==> src/rtl/shift_right_iter_pkg.sv <==
// ============================================================================
// shift_right_iter_pkg : shared encodings for the iterative right shifter
// Rev 1.0
// ============================================================================
`default_nettype none

package shift_right_iter_pkg;

  localparam int C_DEF_DATA_WIDTH  = 32;
  localparam int C_DEF_SHAMT_WIDTH = 5;

  // FSM encodings; kept as plain constants so legacy decode logic can reuse them
  localparam logic [1:0] ST_IDLE  = 2'b00;
  localparam logic [1:0] ST_SHIFT = 2'b01;
  localparam logic [1:0] ST_DONE  = 2'b10;

  // ALU opcodes that route to the shift path
  localparam logic [4:0] OP_SLL = 5'b00100;
  localparam logic [4:0] OP_SRA = 5'b00101;
  localparam logic [4:0] OP_SRL = 5'b00110;

  function automatic int stage_idx_width(input int shamt_width);
    return (shamt_width > 1) ? $clog2(shamt_width) : 1;
  endfunction

endpackage

`default_nettype wire

==> src/rtl/shift_right_iter_if.sv <==
// ============================================================================
// shift_right_iter_if : start/ready handshake bundle for the right shifter
// Rev 1.0
// ============================================================================
`default_nettype none

interface shift_right_iter_if
  import shift_right_iter_pkg::*;
#(
  parameter int DATA_WIDTH  = C_DEF_DATA_WIDTH,
  parameter int SHAMT_WIDTH = C_DEF_SHAMT_WIDTH
);

  logic                   ctrl_shift;
  logic                   ctrl_arith;
  logic [DATA_WIDTH-1:0]  data_operand;
  logic [SHAMT_WIDTH-1:0] shamt;
  logic [DATA_WIDTH-1:0]  data_result;
  logic                   data_resultRDY;
  logic                   busy;

  modport master (
    output ctrl_shift, ctrl_arith, data_operand, shamt,
    input  data_result, data_resultRDY, busy
  );

  modport slave (
    input  ctrl_shift, ctrl_arith, data_operand, shamt,
    output data_result, data_resultRDY, busy
  );

endinterface

`default_nettype wire

==> src/rtl/shift_right_iter_sr_stage.sv <==
// ============================================================================
// sr_stage : combinational right shift by 2^k, vacated bits take fill
// Rev 1.0
// ============================================================================
`default_nettype none

module sr_stage
  import shift_right_iter_pkg::*;
#(
  parameter int DATA_WIDTH = C_DEF_DATA_WIDTH,
  parameter int K_WIDTH    = 3
) (
  input  logic [DATA_WIDTH-1:0] data_i,
  input  logic                  fill_i,
  input  logic [K_WIDTH-1:0]    k_i,
  output logic [DATA_WIDTH-1:0] data_o
);

  int step;

  always_comb begin
    step   = 1 << k_i;
    data_o = '0;
    for (int i = 0; i < DATA_WIDTH; i++) begin
      if (i + step < DATA_WIDTH)
        data_o[i] = data_i[i + step];
      else
        data_o[i] = fill_i;
    end
  end

endmodule

`default_nettype wire

==> src/rtl/shift_right_iter.sv <==
// ============================================================================
// shift_right_iter : multi-cycle SRL/SRA, one power-of-two stage per clock
// Rev 1.0
// ============================================================================
`default_nettype none

module shift_right_iter
  import shift_right_iter_pkg::*;
#(
  parameter int DATA_WIDTH  = C_DEF_DATA_WIDTH,
  parameter int SHAMT_WIDTH = C_DEF_SHAMT_WIDTH
) (
  input  logic               clock,
  input  logic               reset,
  shift_right_iter_if.slave  bus
);

  localparam int K_WIDTH = stage_idx_width(SHAMT_WIDTH);
  localparam logic [K_WIDTH-1:0] C_K_TOP = K_WIDTH'(SHAMT_WIDTH - 1);

  logic [1:0]             state_q,  state_d;
  logic [DATA_WIDTH-1:0]  acc_q,    acc_d;
  logic [SHAMT_WIDTH-1:0] shamt_q,  shamt_d;
  logic                   fill_q,   fill_d;
  logic [K_WIDTH-1:0]     k_q,      k_d;
  logic [DATA_WIDTH-1:0]  result_q, result_d;
  logic                   rdy_q,    rdy_d;
  logic [DATA_WIDTH-1:0]  stage_out;
  logic [DATA_WIDTH-1:0]  acc_next;

  sr_stage #(
    .DATA_WIDTH (DATA_WIDTH),
    .K_WIDTH    (K_WIDTH)
  ) u_stage (
    .data_i (acc_q),
    .fill_i (fill_q),
    .k_i    (k_q),
    .data_o (stage_out)
  );

  assign acc_next = shamt_q[k_q] ? stage_out : acc_q;

  always_comb begin
    state_d  = state_q;
    acc_d    = acc_q;
    shamt_d  = shamt_q;
    fill_d   = fill_q;
    k_d      = k_q;
    result_d = result_q;
    rdy_d    = 1'b0;
    case (state_q)
      // DONE accepts a new start exactly like IDLE so ops can issue back-to-back
      ST_IDLE, ST_DONE: begin
        state_d = ST_IDLE;
        if (bus.ctrl_shift) begin
          acc_d   = bus.data_operand;
          shamt_d = bus.shamt;
          fill_d  = bus.ctrl_arith & bus.data_operand[DATA_WIDTH-1];
          k_d     = C_K_TOP;
          state_d = ST_SHIFT;
        end
      end
      ST_SHIFT: begin
        acc_d = acc_next;
        k_d   = k_q - 1'b1;
        if (k_q == '0) begin
          result_d = acc_next;
          rdy_d    = 1'b1;
          state_d  = ST_DONE;
        end
      end
      default: state_d = ST_IDLE;
    endcase
  end

  always_ff @(posedge clock) begin
    if (reset) begin
      state_q  <= ST_IDLE;
      acc_q    <= '0;
      shamt_q  <= '0;
      fill_q   <= 1'b0;
      k_q      <= '0;
      result_q <= '0;
      rdy_q    <= 1'b0;
    end else begin
      state_q  <= state_d;
      acc_q    <= acc_d;
      shamt_q  <= shamt_d;
      fill_q   <= fill_d;
      k_q      <= k_d;
      result_q <= result_d;
      rdy_q    <= rdy_d;
    end
  end

  assign bus.data_result    = result_q;
  assign bus.data_resultRDY = rdy_q;
  assign bus.busy           = (state_q == ST_SHIFT);

endmodule

`default_nettype wire

==> src/flat_wrapper.sv <==
// flat-port wrapper written by rule: the top's interface ports become plain ports
module shift_right_iter_flat import shift_right_iter_pkg::*;
#(
  parameter int DATA_WIDTH  = C_DEF_DATA_WIDTH,
  parameter int SHAMT_WIDTH = C_DEF_SHAMT_WIDTH
)
  (clock, reset, bus_ctrl_shift, bus_ctrl_arith, bus_data_operand, bus_shamt, bus_data_result, bus_data_resultRDY, bus_busy);
  shift_right_iter_if #(.DATA_WIDTH(DATA_WIDTH), .SHAMT_WIDTH(SHAMT_WIDTH)) bus_i ();
  input  logic clock;
  input  logic reset;
  input wire logic [$bits(bus_i.ctrl_shift)-1:0] bus_ctrl_shift;
  input wire logic [$bits(bus_i.ctrl_arith)-1:0] bus_ctrl_arith;
  input wire logic [$bits(bus_i.data_operand)-1:0] bus_data_operand;
  input wire logic [$bits(bus_i.shamt)-1:0] bus_shamt;
  output wire logic [$bits(bus_i.data_result)-1:0] bus_data_result;
  output wire logic [$bits(bus_i.data_resultRDY)-1:0] bus_data_resultRDY;
  output wire logic [$bits(bus_i.busy)-1:0] bus_busy;
  assign bus_i.ctrl_shift = bus_ctrl_shift;
  assign bus_i.ctrl_arith = bus_ctrl_arith;
  assign bus_i.data_operand = bus_data_operand;
  assign bus_i.shamt = bus_shamt;
  assign bus_data_result = bus_i.data_result;
  assign bus_data_resultRDY = bus_i.data_resultRDY;
  assign bus_busy = bus_i.busy;
  shift_right_iter #(.DATA_WIDTH(DATA_WIDTH), .SHAMT_WIDTH(SHAMT_WIDTH)) u_core (.clock(clock), .reset(reset), .bus(bus_i));
endmodule
==> config.mk <==
export PLATFORM = sky130hd
export DESIGN_NAME = shift_right_iter_flat
export DESIGN_NICKNAME = d
export VERILOG_FILES = /design/src/rtl/shift_right_iter_pkg.sv /design/src/rtl/shift_right_iter_if.sv /design/src/rtl/shift_right_iter_sr_stage.sv /design/src/rtl/shift_right_iter.sv /design/src/flat_wrapper.sv
export SDC_FILE = /design/constraint.sdc
export NUM_CORES = 1
export LEC_CHECK = 0
export BUFFER_PORTS_ARGS = -buffer_cell sky130_fd_sc_hd__buf_2
export CAP_MARGIN = 20
export CORE_MARGIN = 2
export CORE_UTILIZATION = 26
export DETAILED_ROUTE_END_ITERATION = 8
export GPL_ROUTABILITY_DRIVEN = 0
export GPL_TIMING_DRIVEN = 0
export PLACE_DENSITY = 0.52
export SLEW_MARGIN = 20
export SYNTH_ARGS = -nofsm -noshare
export SYNTH_HDL_FRONTEND = slang
export SYNTH_SLANG_ARGS = --single-unit
==> constraint.sdc <==
create_clock -name clock -period 6.2 [get_ports clock]
set_input_delay 0.93 -clock clock [delete_from_list [all_inputs] [get_ports clock]]
set_output_delay 0.93 -clock clock [all_outputs]
set_load 0.02 [all_outputs]
==> run_summary.xml, run 1 <==
<?xml version="1.0" encoding="UTF-8"?>
<metrics>
  <group name="route">
    <metric name="detail_route.wirelength" unit="um">34330</metric>
    <metric name="drt_pass_1_iters" unit="">6</metric>
    <metric name="detail-route-antenna-nets" unit="">0</metric>
    <metric name="drt-wirelength-per-cell" unit="um">24.28</metric>
    <metric name="drt_iter0_markers" unit="">872</metric>
    <metric name="vias" unit="">8465</metric>
    <metric name="vias_per_cell" unit="">5.987</metric>
    <metric name="detail_route.drc_violations" unit="">0</metric>
  </group>
  <group name="sta">
    <metric name="final-setup-viol-count" unit="">0</metric>
    <metric name="tightestPinTransition" unit="ns">1.122</metric>
    <metric name="worst_slew_margin_relative_to_its_limit" unit="%">25.23</metric>
    <metric name="clock.fmax" unit="MHz">184.9</metric>
    <metric name="setup_total_negative_slack" unit="ns">0</metric>
    <metric name="timing.final.hold_violations" unit="">0</metric>
    <metric name="timing_max_transition_violations_final" unit="">0</metric>
    <metric name="layout_worst_path_cycle_share" unit="%">87.24</metric>
    <metric name="clock_skew" unit="ns">0.01283</metric>
    <metric name="fin_crit" unit="ns">5.409</metric>
    <metric name="rsz0062_at_grt" unit="">no</metric>
  </group>
  <group name="cts">
    <metric name="clk_root_buffer_cell" unit="">sky130_fd_sc_hd__clkbuf_16</metric>
    <metric name="cts-htree-levels" unit="">3</metric>
    <metric name="hold_fix_buffers_cts" unit="">0</metric>
    <metric name="insertion_delay" unit="ns">0.36</metric>
    <metric name="clk_transition_reported_paths" unit="ns">0.07</metric>
    <metric name="tritoncts_clock_tree" unit="">yes</metric>
    <metric name="cts_made_buffers" unit="">9</metric>
    <metric name="clock_path_buffers" unit="">2</metric>
    <metric name="postCtsSetupBuffers" unit="">0</metric>
    <metric name="postCtsResizedCells" unit="">0</metric>
    <metric name="clock_sinks" unit="">76</metric>
  </group>
  <group name="synthesis">
    <metric name="count_of_flip_flops_with_a_built_in_enable_after_synthesis" unit="">0</metric>
    <metric name="total_nets_after_synthesis" unit="">1000</metric>
    <metric name="post-synth-top-area-fraction" unit="%">19.37</metric>
    <metric name="postSynthCellCount" unit="">934</metric>
    <metric name="synth_top_flop_cell" unit="">sky130_fd_sc_hd__dfxtp_1</metric>
    <metric name="yosys.area_share.adder" unit="%">3.982</metric>
    <metric name="synth_sequential_area_ratio" unit="%">19.37</metric>
    <metric name="asyncSetResetFlopFracSynth" unit="%">0</metric>
    <metric name="post_synth_main_area_contributors" unit="">sky130_fd_sc_hd__dfxtp_1, sky130_fd_sc_hd__mux4_2, sky130_fd_sc_hd__mux2i_1</metric>
    <metric name="yosys.cell_types.count" unit="">77</metric>
    <metric name="synth_compound_gate_area_share" unit="%">22.68</metric>
    <metric name="synth-simple-area-share" unit="%">17.42</metric>
    <metric name="synthMuxAreaShare" unit="%">25.72</metric>
    <metric name="synth-xor-area-share" unit="%">3.982</metric>
    <metric name="synth_commonest_cells" unit="">sky130_fd_sc_hd__a21oi_1, sky130_fd_sc_hd__nor2_1, sky130_fd_sc_hd__nand2_1</metric>
    <metric name="yosysWarnings" unit="">0</metric>
    <metric name="synth_top_family_by_area" unit="">multiplexers</metric>
    <metric name="synth-seq-cells" unit="">76</metric>
    <metric name="syn_area_per_cell" unit="um2">8.411</metric>
    <metric name="yosysMostFrequentCell" unit="">sky130_fd_sc_hd__a21oi_1</metric>
    <metric name="synth_top_cell_by_area" unit="">sky130_fd_sc_hd__dfxtp_1</metric>
    <metric name="post_synth_instance_area" unit="um2">7856</metric>
  </group>
  <group name="global_route">
    <metric name="number_of_antenna_violations_at_the_first_check_in_global_routing" unit="">1</metric>
    <metric name="global_route.usage.met3" unit="%">6.255</metric>
    <metric name="grt_use_met1" unit="%">29.04</metric>
    <metric name="overall_global_routing_usage" unit="%">21.62</metric>
    <metric name="grt_start_max_net_pins" unit="">16</metric>
    <metric name="global_route.usage.met2" unit="%">32.25</metric>
    <metric name="first_global_vias" unit="">8008</metric>
    <metric name="top_usage_layer_grt" unit="">met2</metric>
    <metric name="grt_pass1_wl" unit="um">50710</metric>
    <metric name="grt_remaining_overflow" unit="">0</metric>
  </group>
  <group name="cells_and_area">
    <metric name="area_delta_synth_final" unit="%">14.51</metric>
    <metric name="post_route_cells_drive_above_1_share" unit="%">18.48</metric>
    <metric name="finalCoreUtilization" unit="%">30.27</metric>
    <metric name="finalNetCount" unit="">1084</metric>
  </group>
  <group name="worst_setup_path">
    <metric name="regToRegSetupSlack" unit="ns">0.79</metric>
    <metric name="worst_path_required" unit="ns">6.39</metric>
    <metric name="worst_setup_path_end_kind" unit="">flip-flop</metric>
    <metric name="reg2reg_depth" unit="">15</metric>
    <metric name="criticalPathCategory" unit="">reg -&gt; reg</metric>
    <metric name="critical_path.max_fanout" unit="">10</metric>
    <metric name="worstReg2RegEnd" unit="">u_core.bus.data_result[11]</metric>
    <metric name="critPathLaunchType" unit="">flip-flop</metric>
    <metric name="cp_data_arrival_time" unit="ns">5.60</metric>
    <metric name="rr_startpoint" unit="">u_core.k_q[2]</metric>
  </group>
  <group name="min_path">
    <metric name="hold-path-cell-count" unit="">2</metric>
    <metric name="holdPathEnd" unit="">u_core.bus.data_result[23]</metric>
    <metric name="hold_start" unit="">u_core.bus.data_result[23]</metric>
    <metric name="min-delay-path-class" unit="">reg -&gt; reg</metric>
  </group>
  <group name="floorplanning">
    <metric name="fp-row-count" unit="">63</metric>
    <metric name="initial_core_utilization" unit="%">26.44</metric>
    <metric name="die_area" unit="um2">31620</metric>
    <metric name="core_area" unit="um2">29720</metric>
    <metric name="die_w" unit="um">177.8</metric>
    <metric name="ios" unit="">75</metric>
    <metric name="die-height" unit="um">177.8</metric>
  </group>
  <group name="power_and_ir_drop">
    <metric name="max-vdd-ir-drop" unit="uV">122.5</metric>
    <metric name="leakage" unit="nW">3.513</metric>
    <metric name="power_density" unit="nW/um2">242.2</metric>
  </group>
  <group name="placement">
    <metric name="dp_hpwl" unit="um">26910</metric>
    <metric name="port-buffer-count" unit="">73</metric>
  </group>
  <group name="job">
    <metric name="max_capacitance_violation_count" unit="">0</metric>
  </group>
  <group name="run_status">
    <metric name="run_status" unit="">finished, final reports clean</metric>
  </group>
</metrics>
[layer usage]
layer	vias up	wire, um
met1	4133	14080
li1	3696	-
met3	85	4037
met5	-	0
met2	551	14740
met4	0	1461
[worst max path at each step]
stage / end / depth (start not counted) / startpoint / slack (ns)
2_1_floorplan: u_core.bus.data_result[25] / 16 / u_core.k_q[2] / 2.15
3_3_place_gp: u_core.bus.data_result[11] / 15 / u_core.k_q[2] / 0.89
3_5_place_dp: u_core.bus.data_result[11] / 15 / u_core.k_q[2] / 0.92
4_1_cts: u_core.bus.data_result[11] / 15 / u_core.k_q[2] / 0.89
5_1_grt: u_core.bus.data_result[11] / 15 / u_core.k_q[2] / 0.68
6_report: u_core.bus.data_result[11] / 15 / u_core.k_q[2] / 0.79
[worst max-delay path, stage by stage, from the launching register on]
cell and delay, ns:
sky130_fd_sc_hd__dfxtp_1 0.35, sky130_fd_sc_hd__inv_1 0.26, sky130_fd_sc_hd__clkbuf_1 0.51, sky130_fd_sc_hd__ha_1 0.31
sky130_fd_sc_hd__buf_6 0.21, sky130_fd_sc_hd__buf_12 0.17, sky130_fd_sc_hd__buf_4 0.20, sky130_fd_sc_hd__inv_1 0.13
sky130_fd_sc_hd__ha_1 0.29, sky130_fd_sc_hd__buf_2 0.27, sky130_fd_sc_hd__buf_2 0.34, sky130_fd_sc_hd__mux4_4 0.53
sky130_fd_sc_hd__mux4_2 0.48, sky130_fd_sc_hd__mux2_2 0.27, sky130_fd_sc_hd__o31ai_1 0.68, sky130_fd_sc_hd__a2111oi_0 0.22
[through the flow]
stage | total power (W) | hold WS, ns | instance area [um2] | setup slack [ns] | instances
floorplan | 0.001306 | 0.4318 | 7856 | 2.153 | 934
global placement | 0.001633 | 0.4404 | 8710 | 0.8854 | 1397
detailed placement | 0.001635 | 0.4494 | 8710 | 0.9227 | 1397
CTS | 0.002157 | 0.4595 | 8994 | 0.8863 | 1413
global route | 0.002270 | 0.4882 | 8994 | 0.6829 | 1413
finish | 0.002179 | 0.4566 | 8996 | 0.7910 | 1414
[final cells by class]
cell class	count	area, um2
Antenna cell	1	2.502
Inverter	21	83.83
Clock inverter	7	58.81
Buffer	85	454.2
Clock buffer	9	225.2
Fill cell	3213	20720
Tap cell	390	488.0
Multi-Input combinational cell	752	5797
Timing Repair Buffer	73	365.4
Sequential cell	76	1521
[cells in the final DEF, fill, tap and decap left out, types with 32 or more instances in the layout]
cell type and n:
sky130_fd_sc_hd__clkbuf_1 55, sky130_fd_sc_hd__buf_2 83, sky130_fd_sc_hd__nor3_1 32, sky130_fd_sc_hd__nor2_1 88, sky130_fd_sc_hd__nand2_1 79, sky130_fd_sc_hd__o21ai_0 44, sky130_fd_sc_hd__a21oi_1 97, sky130_fd_sc_hd__dfxtp_1 76
sky130_fd_sc_hd__mux4_2 42, sky130_fd_sc_hd__mux2i_1 52
[power by group]
group	internal, W	switching [W]	total, W
sequential	0.000529	0.0000438	0.000573
clock	0.000278	0.000244	0.000521
combinational	0.000427	0.000657	0.00108
total	0.00123	0.000945	0.00218
[cells by family (layout without fill, tap and decap cells)]
logic type      Yosys count  after routing
flops                    76             76
xor+xnor                 34             34
other cells               0              1
compound gates          276            276
fa+ha+maj                25             25
buf+inv                 106            195
simple gates            294            294
mux                     123            123
[state kept, by name, indices dropped and copies added (netlist names)]
name,count
u_core.shamt_q,5
u_core.bus.data_resultRDY,1
u_core.bus.data_result,32
u_core.state_q,2
u_core.fill_q,1
u_core.k_q,3
u_core.acc_q,32
Note: power is estimated with default switching activity, not from simulation.
==> run 2: changes to the inputs <==
CORE_ASPECT_RATIO = 0.7   (was unset)
CORE_UTILIZATION = 30   (was 26)
PLACE_DENSITY = 0.56   (was 0.52)
==> run 2 against run 1 <==
Final cell count decreased by 4.3%. Routed wire length increased by 2.5%. Clock power increased by 11%. Design area decreased by 0.53%. Combinational power about the same. Core utilization increased by 4.6 points. Critical endpoint unchanged.
==> run_summary.xml, run 2 (synthesis results as in run 1) <==
<?xml version="1.0" encoding="UTF-8"?>
<metrics>
  <group name="run_status">
    <metric name="run_status" unit="">finished, final reports clean</metric>
  </group>
  <group name="sta">
    <metric name="clock.fmax" unit="MHz">177.5</metric>
    <metric name="final-setup-viol-count" unit="">0</metric>
    <metric name="fin_crit" unit="ns">5.634</metric>
    <metric name="timing.final.hold_violations" unit="">0</metric>
    <metric name="worst_slew_margin_relative_to_its_limit" unit="%">25.77</metric>
    <metric name="clock_skew" unit="ns">0.01448</metric>
    <metric name="setup_total_negative_slack" unit="ns">0</metric>
    <metric name="hold-worst-slack" unit="ns">0.4531</metric>
    <metric name="layout_worst_path_cycle_share" unit="%">90.87</metric>
    <metric name="tightestPinTransition" unit="ns">1.085</metric>
    <metric name="final.setup.worst_slack" unit="ns">0.5659</metric>
    <metric name="timing_max_transition_violations_final" unit="">0</metric>
    <metric name="rsz0062_at_grt" unit="">no</metric>
  </group>
  <group name="worst_setup_path">
    <metric name="criticalPathCategory" unit="">reg -&gt; reg</metric>
    <metric name="worst-path-buf-inv" unit="">8</metric>
    <metric name="critPathLaunchType" unit="">flip-flop</metric>
    <metric name="critical_path.max_stage_delay" unit="ns">0.65</metric>
    <metric name="critical_path.cell_chain" unit="">inv_1 &gt; clkbuf_1 &gt; ha_1 &gt; buf_6 &gt; buf_12 &gt; buf_4 &gt; inv_1 &gt; ha_1 &gt; buf_2 &gt; buf_2 &gt; mux4_1 &gt; mux4_2 &gt; mux2_2 &gt; o31ai_1 &gt; a2111oi_0</metric>
    <metric name="critical_path.max_fanout" unit="">10</metric>
    <metric name="worst_path_required" unit="ns">6.39</metric>
    <metric name="cp_data_arrival_time" unit="ns">5.82</metric>
    <metric name="worst_setup_path_end_kind" unit="">flip-flop</metric>
    <metric name="slowest_cell_on_crit_path" unit="">sky130_fd_sc_hd__o31ai_1</metric>
    <metric name="rr_startpoint" unit="">u_core.k_q[2]</metric>
    <metric name="critical-path-top-delay-family" unit="">buffers and inverters</metric>
    <metric name="reg2reg_depth" unit="">15</metric>
    <metric name="worstReg2RegEnd" unit="">u_core.bus.data_result[11]</metric>
    <metric name="regToRegSetupSlack" unit="ns">0.57</metric>
  </group>
  <group name="power_and_ir_drop">
    <metric name="post-layout-total-power" unit="W">0.002257</metric>
    <metric name="power_density" unit="nW/um2">252.2</metric>
    <metric name="leakage" unit="nW">3.531</metric>
    <metric name="max-vdd-ir-drop" unit="uV">156.6</metric>
  </group>
  <group name="cts">
    <metric name="hold_fix_buffers_cts" unit="">0</metric>
    <metric name="tritoncts_clock_tree" unit="">yes</metric>
    <metric name="cts_made_buffers" unit="">9</metric>
    <metric name="clock_path_buffers" unit="">2</metric>
    <metric name="clock_sinks" unit="">76</metric>
    <metric name="clk_transition_reported_paths" unit="ns">0.07</metric>
    <metric name="cts-htree-levels" unit="">3</metric>
    <metric name="postCtsSetupBuffers" unit="">0</metric>
    <metric name="postCtsResizedCells" unit="">0</metric>
    <metric name="clk_root_buffer_cell" unit="">sky130_fd_sc_hd__clkbuf_16</metric>
    <metric name="insertion_delay" unit="ns">0.36</metric>
  </group>
  <group name="min_path">
    <metric name="hold-path-cell-count" unit="">2</metric>
    <metric name="min-delay-path-class" unit="">reg -&gt; reg</metric>
    <metric name="holdPathEnd" unit="">u_core.shamt_q[0]</metric>
    <metric name="hold_start" unit="">u_core.shamt_q[0]</metric>
  </group>
  <group name="route">
    <metric name="detail-route-antenna-nets" unit="">0</metric>
    <metric name="drt_pass_1_iters" unit="">9</metric>
    <metric name="vias" unit="">8642</metric>
    <metric name="drt-wirelength-per-cell" unit="um">26.01</metric>
    <metric name="vias_per_cell" unit="">6.387</metric>
    <metric name="detail_route.wirelength" unit="um">35190</metric>
    <metric name="drt_iter0_markers" unit="">1467</metric>
    <metric name="detail_route.drc_violations" unit="">0</metric>
  </group>
  <group name="global_route">
    <metric name="global_route.usage.met3" unit="%">11.78</metric>
    <metric name="overall_global_routing_usage" unit="%">25.16</metric>
    <metric name="global_route.usage.met2" unit="%">32.08</metric>
    <metric name="first_global_vias" unit="">7832</metric>
    <metric name="top_usage_layer_grt" unit="">met1</metric>
    <metric name="grt_remaining_overflow" unit="">0</metric>
    <metric name="grt_use_met1" unit="%">37.96</metric>
    <metric name="grt_start_max_net_pins" unit="">16</metric>
    <metric name="grt_pass1_wl" unit="um">51670</metric>
    <metric name="number_of_antenna_violations_at_the_first_check_in_global_routing" unit="">0</metric>
  </group>
  <group name="placement">
    <metric name="pre_cts_slack" unit="ns">0.8744</metric>
    <metric name="place_inst" unit="">1338</metric>
    <metric name="dp_hpwl" unit="um">27510</metric>
    <metric name="port-buffer-count" unit="">73</metric>
  </group>
  <group name="floorplanning">
    <metric name="core_area" unit="um2">25690</metric>
    <metric name="die-height" unit="um">139.4</metric>
    <metric name="die_area" unit="um2">27520</metric>
    <metric name="ios" unit="">75</metric>
    <metric name="die_w" unit="um">197.4</metric>
    <metric name="initial_core_utilization" unit="%">30.58</metric>
    <metric name="fp-row-count" unit="">49</metric>
  </group>
  <group name="cells_and_area">
    <metric name="final_cell_count_no_fill" unit="">1353</metric>
    <metric name="num_antenna_cells" unit="">0</metric>
    <metric name="layout_commonest_cell" unit="">sky130_fd_sc_hd__a21oi_1</metric>
    <metric name="area_delta_synth_final" unit="%">13.90</metric>
    <metric name="finalNetCount" unit="">1084</metric>
    <metric name="most-common-layout-cells" unit="">sky130_fd_sc_hd__a21oi_1, sky130_fd_sc_hd__nor2_1, sky130_fd_sc_hd__buf_2</metric>
    <metric name="post_route_cells_drive_above_1_share" unit="%">18.40</metric>
  </group>
  <group name="job">
    <metric name="max_capacitance_violation_count" unit="">0</metric>
  </group>
</metrics>
run 2: through the flow:
step                      cell area [um2]  util, %
after floorplan                      7856        -
after global placement               8636    33.62
after detailed placement             8636    33.62
after CTS                            8949    34.84
after global routing                 8949    34.84
final                                8949    34.84
run 2: worst max path at each step:
stage | start | endpoint | slack [ns] | cells after the start
after floorplan | u_core.k_q[2] | u_core.bus.data_result[25] | 2.15 | 16
after global placement | u_core.k_q[2] | u_core.bus.data_result[11] | 0.85 | 15
after detailed placement | u_core.k_q[2] | u_core.bus.data_result[11] | 0.87 | 15
after CTS | u_core.k_q[2] | u_core.bus.data_result[11] | 0.84 | 15
after global routing | u_core.k_q[2] | u_core.bus.data_result[11] | 0.54 | 15
final | u_core.k_q[2] | u_core.bus.data_result[11] | 0.57 | 15
run 2: layout make-up:
class                   instances  area (um2)
plain buffers                  85       454.2
clock buffers                   9       225.2
clock inverters                 6       87.58
fillers                      2704       16740
inverters                      21       83.83
multi-input cells             752        5797
flip-flops and latches         76        1521
well taps                     331       414.1
repair buffers                 73       365.4
run 2: where the power goes:
| part | switching (W) | total, W | internal [W] | leakage (nW) |
|---|---|---|---|---|
| registers | 0.0000482 | 0.000578 | 0.000530 | 0.623 |
| logic | 0.000674 | 0.00110 | 0.000428 | 2.75 |
| clock network | 0.000226 | 0.000577 | 0.000351 | 0.156 |
| total | 0.000948 | 0.00226 | 0.00131 | 3.53 |
run 2: worst min-delay path, stage by stage, from the launching register on:
cell and delay, ns:
sky130_fd_sc_hd__dfxtp_1 0.31, sky130_fd_sc_hd__nand2_1 0.05, sky130_fd_sc_hd__a21oi_1 0.05
run 2: metal layers:
metal | share of wire [%] | up-vias
li1 | - | 3694
met1 | 44 | 4200
met2 | 37 | 677
met3 | 17 | 71
met4 | 1.6 | 0
met5 | 0 | -
